File: config.mk
export PLATFORM = sky130hd
export DESIGN_NAME = audio_sample_sequencer
export DESIGN_NICKNAME = d
export VERILOG_FILES = /design/src/rtl/audio_pkg.sv /design/src/rtl/sat_adder.sv /design/src/rtl/audio_sample_sequencer.sv
export SDC_FILE = /design/constraint.sdc
export NUM_CORES = 1
export LEC_CHECK = 0
export ABC_AREA = 1
export CORE_ASPECT_RATIO = 0.8
export CORE_MARGIN = 2
export CORE_UTILIZATION = 25
export CTS_BUF_LIST = sky130_fd_sc_hd__clkbuf_8
export CTS_CLUSTER_DIAMETER = 80
export DETAILED_ROUTE_END_ITERATION = 8
export GPL_TIMING_DRIVEN = 0
export PLACE_DENSITY = 0.49
export SYNTH_ARGS = -nofsm -noshare
export SYNTH_HDL_FRONTEND = slang
export SYNTH_SLANG_ARGS = --single-unit
File: constraint.sdc
create_clock -name clk -period 6.66 [get_ports clk]
set_clock_uncertainty 0.1 [all_clocks]
set_input_delay 0.666 -clock clk [delete_from_list [all_inputs] [get_ports clk]]
set_output_delay 0.666 -clock clk [all_outputs]
set_load 0.03 [all_outputs]
File: src/rtl/audio_pkg.sv
// Shared types and helpers for the audio sample sequencer: state encoding and
// a saturating signed add for the default sample width.
package audio_pkg;

  localparam int unsigned DefaultSampleW = 24;

  typedef enum logic [1:0] {IDLE, READ, MIX, WRITE} seq_state_t;

  typedef struct packed {
    logic [DefaultSampleW-1:0] value;
    logic                      sat;
  } sat_res_t;

  // Signed add at one extra bit, clamped back to the sample range.
  function automatic sat_res_t sat_add(input logic [DefaultSampleW-1:0] a,
                                       input logic [DefaultSampleW-1:0] b);
    logic [DefaultSampleW:0] wide;
    sat_res_t                res;
    wide    = {a[DefaultSampleW-1], a} + {b[DefaultSampleW-1], b};
    res.sat = wide[DefaultSampleW] ^ wide[DefaultSampleW-1];
    if (!res.sat) begin
      res.value = wide[DefaultSampleW-1:0];
    end else if (wide[DefaultSampleW]) begin
      res.value = {1'b1, {(DefaultSampleW-1){1'b0}}};
    end else begin
      res.value = {1'b0, {(DefaultSampleW-1){1'b1}}};
    end
    return res;
  endfunction

endpackage

File: src/rtl/sat_adder.sv
// Combinational saturating signed adder, one instance per audio channel.
module sat_adder #(
  parameter int unsigned SAMPLE_W = 24
) (
  input  logic [SAMPLE_W-1:0] a_i,
  input  logic [SAMPLE_W-1:0] b_i,
  output logic [SAMPLE_W-1:0] sum_o,
  output logic                sat_o
);

  logic [SAMPLE_W:0] wide;

  always_comb begin
    wide  = {a_i[SAMPLE_W-1], a_i} + {b_i[SAMPLE_W-1], b_i};
    // The two top bits disagree exactly when the true sum left the range.
    sat_o = wide[SAMPLE_W] ^ wide[SAMPLE_W-1];
    if (!sat_o) begin
      sum_o = wide[SAMPLE_W-1:0];
    end else if (wide[SAMPLE_W]) begin
      sum_o = {1'b1, {(SAMPLE_W-1){1'b0}}};
    end else begin
      sum_o = {1'b0, {(SAMPLE_W-1){1'b1}}};
    end
  end

endmodule

File: src/rtl/audio_sample_sequencer.sv
// CODEC sample handshake: wait for ready pair, read, mix noise (saturating),
// write, and keep sample / saturation statistics.
module audio_sample_sequencer
  import audio_pkg::*;
#(
  parameter int unsigned SAMPLE_W = DefaultSampleW,
  parameter int unsigned CNT_W    = 16
) (
  input  logic                clk,
  input  logic                reset_n,
  input  logic                read_ready,
  input  logic                write_ready,
  input  logic [SAMPLE_W-1:0] readdata_left,
  input  logic [SAMPLE_W-1:0] readdata_right,
  input  logic [SAMPLE_W-1:0] noise_in,
  input  logic                noise_on,
  output logic                read,
  output logic                write,
  output logic [SAMPLE_W-1:0] writedata_left,
  output logic [SAMPLE_W-1:0] writedata_right,
  output logic                noise_step,
  output logic                busy,
  output logic [CNT_W-1:0]    sample_count,
  output logic [CNT_W-1:0]    sat_count
);

  seq_state_t          state_q;
  logic [SAMPLE_W-1:0] smp_l_q, smp_r_q, noise_q;
  logic [SAMPLE_W-1:0] wd_l_q, wd_r_q;
  logic [CNT_W-1:0]    smp_cnt_q, sat_cnt_q, sat_cnt_d;
  logic [SAMPLE_W-1:0] mix_l, mix_r;
  logic                sat_l, sat_r;
  logic [1:0]          sat_inc;
  logic [CNT_W:0]      sat_sum;

  sat_adder #(.SAMPLE_W(SAMPLE_W)) u_sat_l (
    .a_i  (smp_l_q),
    .b_i  (noise_q),
    .sum_o(mix_l),
    .sat_o(sat_l)
  );

  sat_adder #(.SAMPLE_W(SAMPLE_W)) u_sat_r (
    .a_i  (smp_r_q),
    .b_i  (noise_q),
    .sum_o(mix_r),
    .sat_o(sat_r)
  );

  // Clamp flags only count when the noise is actually mixed in.
  always_comb begin
    sat_inc   = noise_on ? ({1'b0, sat_l} + {1'b0, sat_r}) : 2'd0;
    sat_sum   = {1'b0, sat_cnt_q} + {{(CNT_W-1){1'b0}}, sat_inc};
    sat_cnt_d = sat_sum[CNT_W] ? {CNT_W{1'b1}} : sat_sum[CNT_W-1:0];
  end

  always_ff @(posedge clk or negedge reset_n) begin
    if (!reset_n) begin
      state_q   <= IDLE;
      smp_l_q   <= '0;
      smp_r_q   <= '0;
      noise_q   <= '0;
      wd_l_q    <= '0;
      wd_r_q    <= '0;
      smp_cnt_q <= '0;
      sat_cnt_q <= '0;
    end else begin
      case (state_q)
        IDLE: if (read_ready && write_ready) state_q <= READ;
        READ: begin
          smp_l_q <= readdata_left;
          smp_r_q <= readdata_right;
          noise_q <= noise_in;
          state_q <= MIX;
        end
        MIX: begin
          wd_l_q    <= noise_on ? mix_l : smp_l_q;
          wd_r_q    <= noise_on ? mix_r : smp_r_q;
          sat_cnt_q <= sat_cnt_d;
          state_q   <= WRITE;
        end
        WRITE: begin
          if (write_ready) begin
            smp_cnt_q <= smp_cnt_q + 1'b1;
            state_q   <= IDLE;
          end
        end
        default: state_q <= IDLE;
      endcase
    end
  end

  assign read            = (state_q == READ);
  assign noise_step      = (state_q == MIX);
  assign write           = (state_q == WRITE) && write_ready;
  assign busy            = (state_q != IDLE);
  assign writedata_left  = wd_l_q;
  assign writedata_right = wd_r_q;
  assign sample_count    = smp_cnt_q;
  assign sat_count       = sat_cnt_q;

endmodule

; ---- Yosys cells after proc, flatten, opt, wreduce, memory -nomap -nowiden
; Index checks and enable logic that the tools add are counted.
[word_totals]
in_bits = 77
elab_cells = 37
latchBits = 0
regBits = 154
mem_count = 0
out_inout_bits = 84
ram_bits = 0
romBits = 0
[classes]
muxes = 11
shifts = 0
addsub = 5
n_lt_le_gt_ge = 0
eq_ne = 5
div = 0
bitwise_logic = 2
reduce_logical = 6
n_mul = 0
[ops]
columns = operator, count
row1 = $mux 24, 6
row2 = $add 24x24->25, 2
row3 = $add 16x2->17, 1
row4 = $add 16x1->16 const B, 1
row5 = $mux 16, 1
row6 = $pmux 2 s4, 1
row7 = $mux 2, 3
row8 = $eq 2x2->1 const B, 2
row9 = $ne 2x2->1 const B, 2
row10 = $reduce_and 2->1, 2
row11 = $add 1x1->2, 1
row12 = $eq 2x1->1 const B, 1
row13 = $logic_and 1x1->1, 2
row14 = $logic_not 2->1, 1
row15 = $reduce_bool 2->1, 1
row16 = $xor 1x1->1, 2

; ---- Logic depth before layout (Yosys ltp)
[logic_depth]
word_depth = 6
ltp_mapped = 28
ltp_nobuf = 27

; ---- By module
; From an unflattened synthesis, not the netlist that was laid out.
[hier_totals]
hier_cells = 1470
hier_area_um2 = 10684.0
[modules_own_cells]
columns = module, area_each_um2, cells_per_inst, seq_area_each_um2, n_inst
row1 = audio_sample_sequencer, 6825.3, 758, 3853.7, 1
row2 = sat_adder, 1929.4, 356, 0.0, 2

; ---- Least setup slack after synthesis
; Ideal clock, no wire load.
[synth_path]
kind = register -> register
from = register noise_q[0]
to = register sat_cnt_q[10] (netlist: sat_count[10])
t_arrival_ps = 3724
synth_period_minus_slack_ps = 3896
path_buffers = 1
path_stages_with_launch = 27
setup_ps = 72
required_time_ps = 6488
slack_ps = 2764
cell_sequence = dfrtp_1 -> ha_1 -> inv_1 -> fa_1 -> inv_1 -> nand2_1 -> nand2_1 -> nand3_1 -> nand2_2 -> nand2_2 -> nand4_1 -> nand2_1 -> nand2_2 -> buf_6 -> nand2_1 -> ha_1 -> nand2_1 -> inv_1 -> ha_1 -> inv_1 -> fa_1 -> nor4_1 -> nand2_1 -> nor2_1 -> inv_1 -> or2_2 -> nand3_1
[synth_between]
elab_chain_cells = 6
word_cells_on_any_way = 8
classes_between = 4 x add/sub / 2 x mux / 2 x bitwise
[synth_rtl]
columns = element, line_no
row1 = from (decl), audio_sample_sequencer.sv:28  ; logic [SAMPLE_W-1:0] smp_l_q, smp_r_q, noise_q;
row2 = from (signal assigned), audio_sample_sequencer.sv:73  ; noise_q <= noise_in;
row3 = $add 24x24->25, sat_adder.sv:14  ; wide = {a_i[SAMPLE_W-1], a_i} + {b_i[SAMPLE_W-1], b_i};
row4 = $xor 1x1->1, sat_adder.sv:16  ; sat_o = wide[SAMPLE_W] ^ wide[SAMPLE_W-1];
row5 = $add 1x1->2 (*), audio_sample_sequencer.sv:52  ; sat_inc = noise_on ? ({1'b0, sat_l} + {1'b0, sat_r}) : 2'd0;
row6 = $mux 2 (*), audio_sample_sequencer.sv:52
row7 = $add 16x2->17 (*), audio_sample_sequencer.sv:53  ; sat_sum = {1'b0, sat_cnt_q} + {{(CNT_W-1){1'b0}}, sat_inc};
row8 = $mux 16 (*), audio_sample_sequencer.sv:54  ; sat_cnt_d = sat_sum[CNT_W] ? {CNT_W{1'b1}} : sat_sum[CNT_W-1:0];
row9 = to (signal assigned), audio_sample_sequencer.sv:79  ; sat_cnt_q <= sat_cnt_d;
row10 = to (decl), audio_sample_sequencer.sv:30  ; logic [CNT_W-1:0] smp_cnt_q, sat_cnt_q, sat_cnt_d;
; Mark *: on every way between the ends. The rest lies on a longest branch, timed or not.
; A chain may end at the register's enable or synchronous reset.

; ---- Worst setup path after layout
[layout_path]
from = register noise_q[0]
to = register sat_cnt_q[14] (netlist: sat_count[14])
; Same word-level chain as after synthesis.

==> impl_metrics.py <==
metrics = {
    "logic_synthesis": {
        "ys_types": 34,
        "yosysSeqAreaShare_pct": 37.3,
        "ys.flop_type": "dfrtp_1",
        "syn-num-nets": 1569,
        "synth_top_area_share_pct": 37.3,
        "syn_area_per_cell_um2": 7.21,
        "synth_enable_flop_cells": 0,
        "yosysWarnings": 0,
        "yosys_register_bits": 154,
        "synth_async_sr_flop_share_pct": 100,
        "synth_area_um2": 10300,
        "syn_inst": 1432,
        "yosysTopAreaCell": "dfrtp_1",
        "synthTopCellsByArea": "dfrtp_1 37%, nand2_1 19%, ha_1 6.9%",
    },
    "timing": {
        "rsz0062_at_grt": "false",
        "slew_violations": 0,
        "max_slew_margin_pct": 48.4,
        "period_share_pct": 70.3,
        "hold_viol": 0,
        "tightest_slew_ns": 0.774,
        "fmax_mhz": 214,
        "finalSetupViolCount": 0,
        "fin_hold_ws_ns": 0.381,
        "period_minus_slack_ns": 4.68,
    },
    "placed_design": {
        "dpl.hpwl_um": 29700,
        "gp_congestion": 0.907,
        "io_buffers": 160,
    },
    "route": {
        "met2_length_um": 15100,
        "wl_um": 36700,
        "wl_per_cell_um": 16.9,
        "drtAntennaViolNets": 0,
        "dr_wl_met3_um": 2220,
        "wl_met1_um": 18800,
        "drt_drc_violations_left": 0,
        "avgViaCountPerCell": 4.43,
        "firstDrtPassIters": 5,
        "vias": 9626,
        "top_layer": "met5",
        "first_iter_violations": 594,
    },
    "grt": {
        "antenna_found_initial": 9,
        "grt_max_degree": 101,
        "grt_overflow": 0,
        "track_usage_pct": 17.5,
        "grt_pass1_wl_um": 56500,
        "grt_pass1_vias": 9506,
    },
    "min_path": {
        "hold_end": "writedata_right[11]$_DFFE_PN0P_",
        "hold_path_class": "reg -> reg",
        "min_path_cells": 2,
        "hold_start": "writedata_right[11]$_DFFE_PN0P_",
    },
    "layout": {
        "area_growth_pct": 26.9,
        "fillers": 4413,
        "drive_gt1_share_pct": 7.14,
        "num-nets-final": 1750,
    },
    "worst_setup_path": {
        "crit_arrival_ns": 5.00,
        "path_class": "reg -> reg",
        "end_kind": "flop",
        "timing.rr.start": "noise_q[0]$_DFFE_PN0P_",
        "worst_r2r_path_depth": 25,
        "path_max_fanout": 10,
        "reg2reg_slack_ns": 1.98,
        "required_ns": 6.98,
        "start_kind": "flop",
        "reg2reg_to": "sat_count[14]$_DFFE_PN0P_",
    },
    "clock_network": {
        "ctsHoldBuffers": 1,
        "cts_buffers": 17,
        "clock_latency_ns": 0.51,
        "clk_pin_slew_ns": 0.09,
        "cts.sinks": 154,
        "post_cts_resized": 0,
        "cts_max_path_buffers": 2,
        "cts_tree": "yes",
        "cts_setup_buffers": 0,
        "cts.htree.levels": 4,
        "root_buffer": "clkbuf_8",
    },
    "floorplanning": {
        "fp.dieH_um": 186,
        "die_area_um2": 42900,
        "dieWidth_um": 231,
        "pin_count": 161,
        "start_util_pct": 25.4,
        "core_um2": 40700,
        "rows": 66,
    },
    "run_status": {
        "status": "finished, final reports clean",
    },
    "run": {
        "max-cap-violations": 0,
    },
}
critical path: stages (launching register included):
cell and delay [ns]:
dfrtp_1 0.39, ha_1 0.23, inv_1 0.10, fa_1 0.41, inv_1 0.10, nand2_1 0.07
nand2_1 0.06, nand3_1 0.08, nand2_2 0.17, nand2_2 0.10, nand4_1 0.11, nand2_1 0.08
nand2_2 0.24, buf_6 0.20, nand2_1 0.08, ha_1 0.28, nand2_1 0.05, inv_1 0.06
ha_1 0.15, inv_1 0.06, fa_1 0.42, nor2_1 0.12, nand3_1 0.11, nor3_1 0.24
nand3_1 0.36, nand3b_1 0.20
cell families after synthesis:
| kind of cell | count (synthesis) | share of synthesized area [%] |
|---|---|---|
| XOR/XNOR | 51 | 4.33 |
| multiplexers | 23 | 2.51 |
| flip-flops | 154 | 37.3 |
| AO/OA/AOI/OAI | 196 | 10.2 |
| AND/OR/NAND/NOR | 732 | 29.5 |
| adder cells (fa/ha/maj) | 60 | 7.49 |
| buffers and inverters | 216 | 8.68 |
worst max-delay path by stage:
| stage | from | to | slack (ns) |
|---|---|---|---|
| finish | noise_q[0]$_DFFE_PN0P_ | sat_count[14]$_DFFE_PN0P_ | 1.98 |
| floorplan | noise_q[0]$_DFFE_PN0P_ | sat_count[10]$_DFFE_PN0P_ | 2.76 |
| detailed placement | noise_q[0]$_DFFE_PN0P_ | sat_count[14]$_DFFE_PN0P_ | 1.93 |
| CTS | noise_q[0]$_DFFE_PN0P_ | sat_count[14]$_DFFE_PN0P_ | 1.92 |
| global route | noise_q[0]$_DFFE_PN0P_ | sat_count[12]$_DFFE_PN0P_ | 1.60 |
| global placement | reset_n | writedata_right[6]$_DFFE_PN0P_ | -2.03 |
flip-flops by register name, summed over array words and instances (netlist names):
signal and count:
sat_count 16, smp_r_q 24, smp_l_q 24, writedata_right 24, sample_count 16, noise_q 24, writedata_left 24, state_q 2
area by class of cell:
| type | instances | area [µm²] | area share (%) |
|---|---|---|---|
| antenna | 2 | 5.00 | 0.0382 |
| clock buffer | 19 | 262 | 2.00 |
| inverter | 178 | 668 | 5.10 |
| tap | 544 | 681 | 5.19 |
| timing repair buffer | 162 | 1640 | 12.5 |
| clock inverter | 12 | 188 | 1.43 |
| buffer | 38 | 228 | 1.74 |
| multi-input combinational | 1062 | 5570 | 42.5 |
| sequential | 154 | 3850 | 29.4 |
synthesized netlist by cell type (7+ instances only):
cell type / number
o21ai_0: 74
ha_1: 57
xor2_1: 33
nor2_1: 66
o21bai_1: 12
nand2_2: 26
nor2_2: 11
buf_6: 8
clkbuf_1: 20
a21oi_1: 100
nor3_1: 17
xnor2_1: 18
nand3_1: 51
buf_2: 7
inv_1: 176
nand2_1: 516
dfrtp_1: 154
mux2_2: 23
nand4_1: 31
cell usage in the layout, fill, tap and decap left out, types with 31 or more instances in the layout:
| master | Yosys | final |
|---|---|---|
| a21oi_1 | 100 | 100 |
| clkdlybuf4s50_1 | 0 | 159 |
| dfrtp_1 | 154 | 154 |
| ha_1 | 57 | 57 |
| inv_1 | 176 | 176 |
| nand2_1 | 516 | 516 |
| nand3_1 | 51 | 51 |
| nand4_1 | 31 | 31 |
| nor2_1 | 66 | 66 |
| o21ai_0 | 74 | 74 |
| xor2_1 | 33 | 33 |
per-stage QoR:
stage	worst slack (ns)	cells	area [µm²]	TNS, ns	util (%)
after global placement	-2.03	2136	12600	-308.59	31.0
after detailed placement	1.93	2137	12600	0	31.0
after global routing	1.60	2169	13100	0	32.2
after floorplan	2.76	1432	10300	0	-
final	1.98	2171	13100	0	32.2
after CTS	1.92	2169	13100	0	32.2
per-layer routing:
metal  GRT usage, %  up-vias
met1           25.1     4467
met3           4.98       27
met5              0        -
li1               -     4912
met4           4.36       10
met2           25.5      210
Power is not shown: default switching activity piles up to over one toggle a cycle in this logic, so the estimate is an artifact.
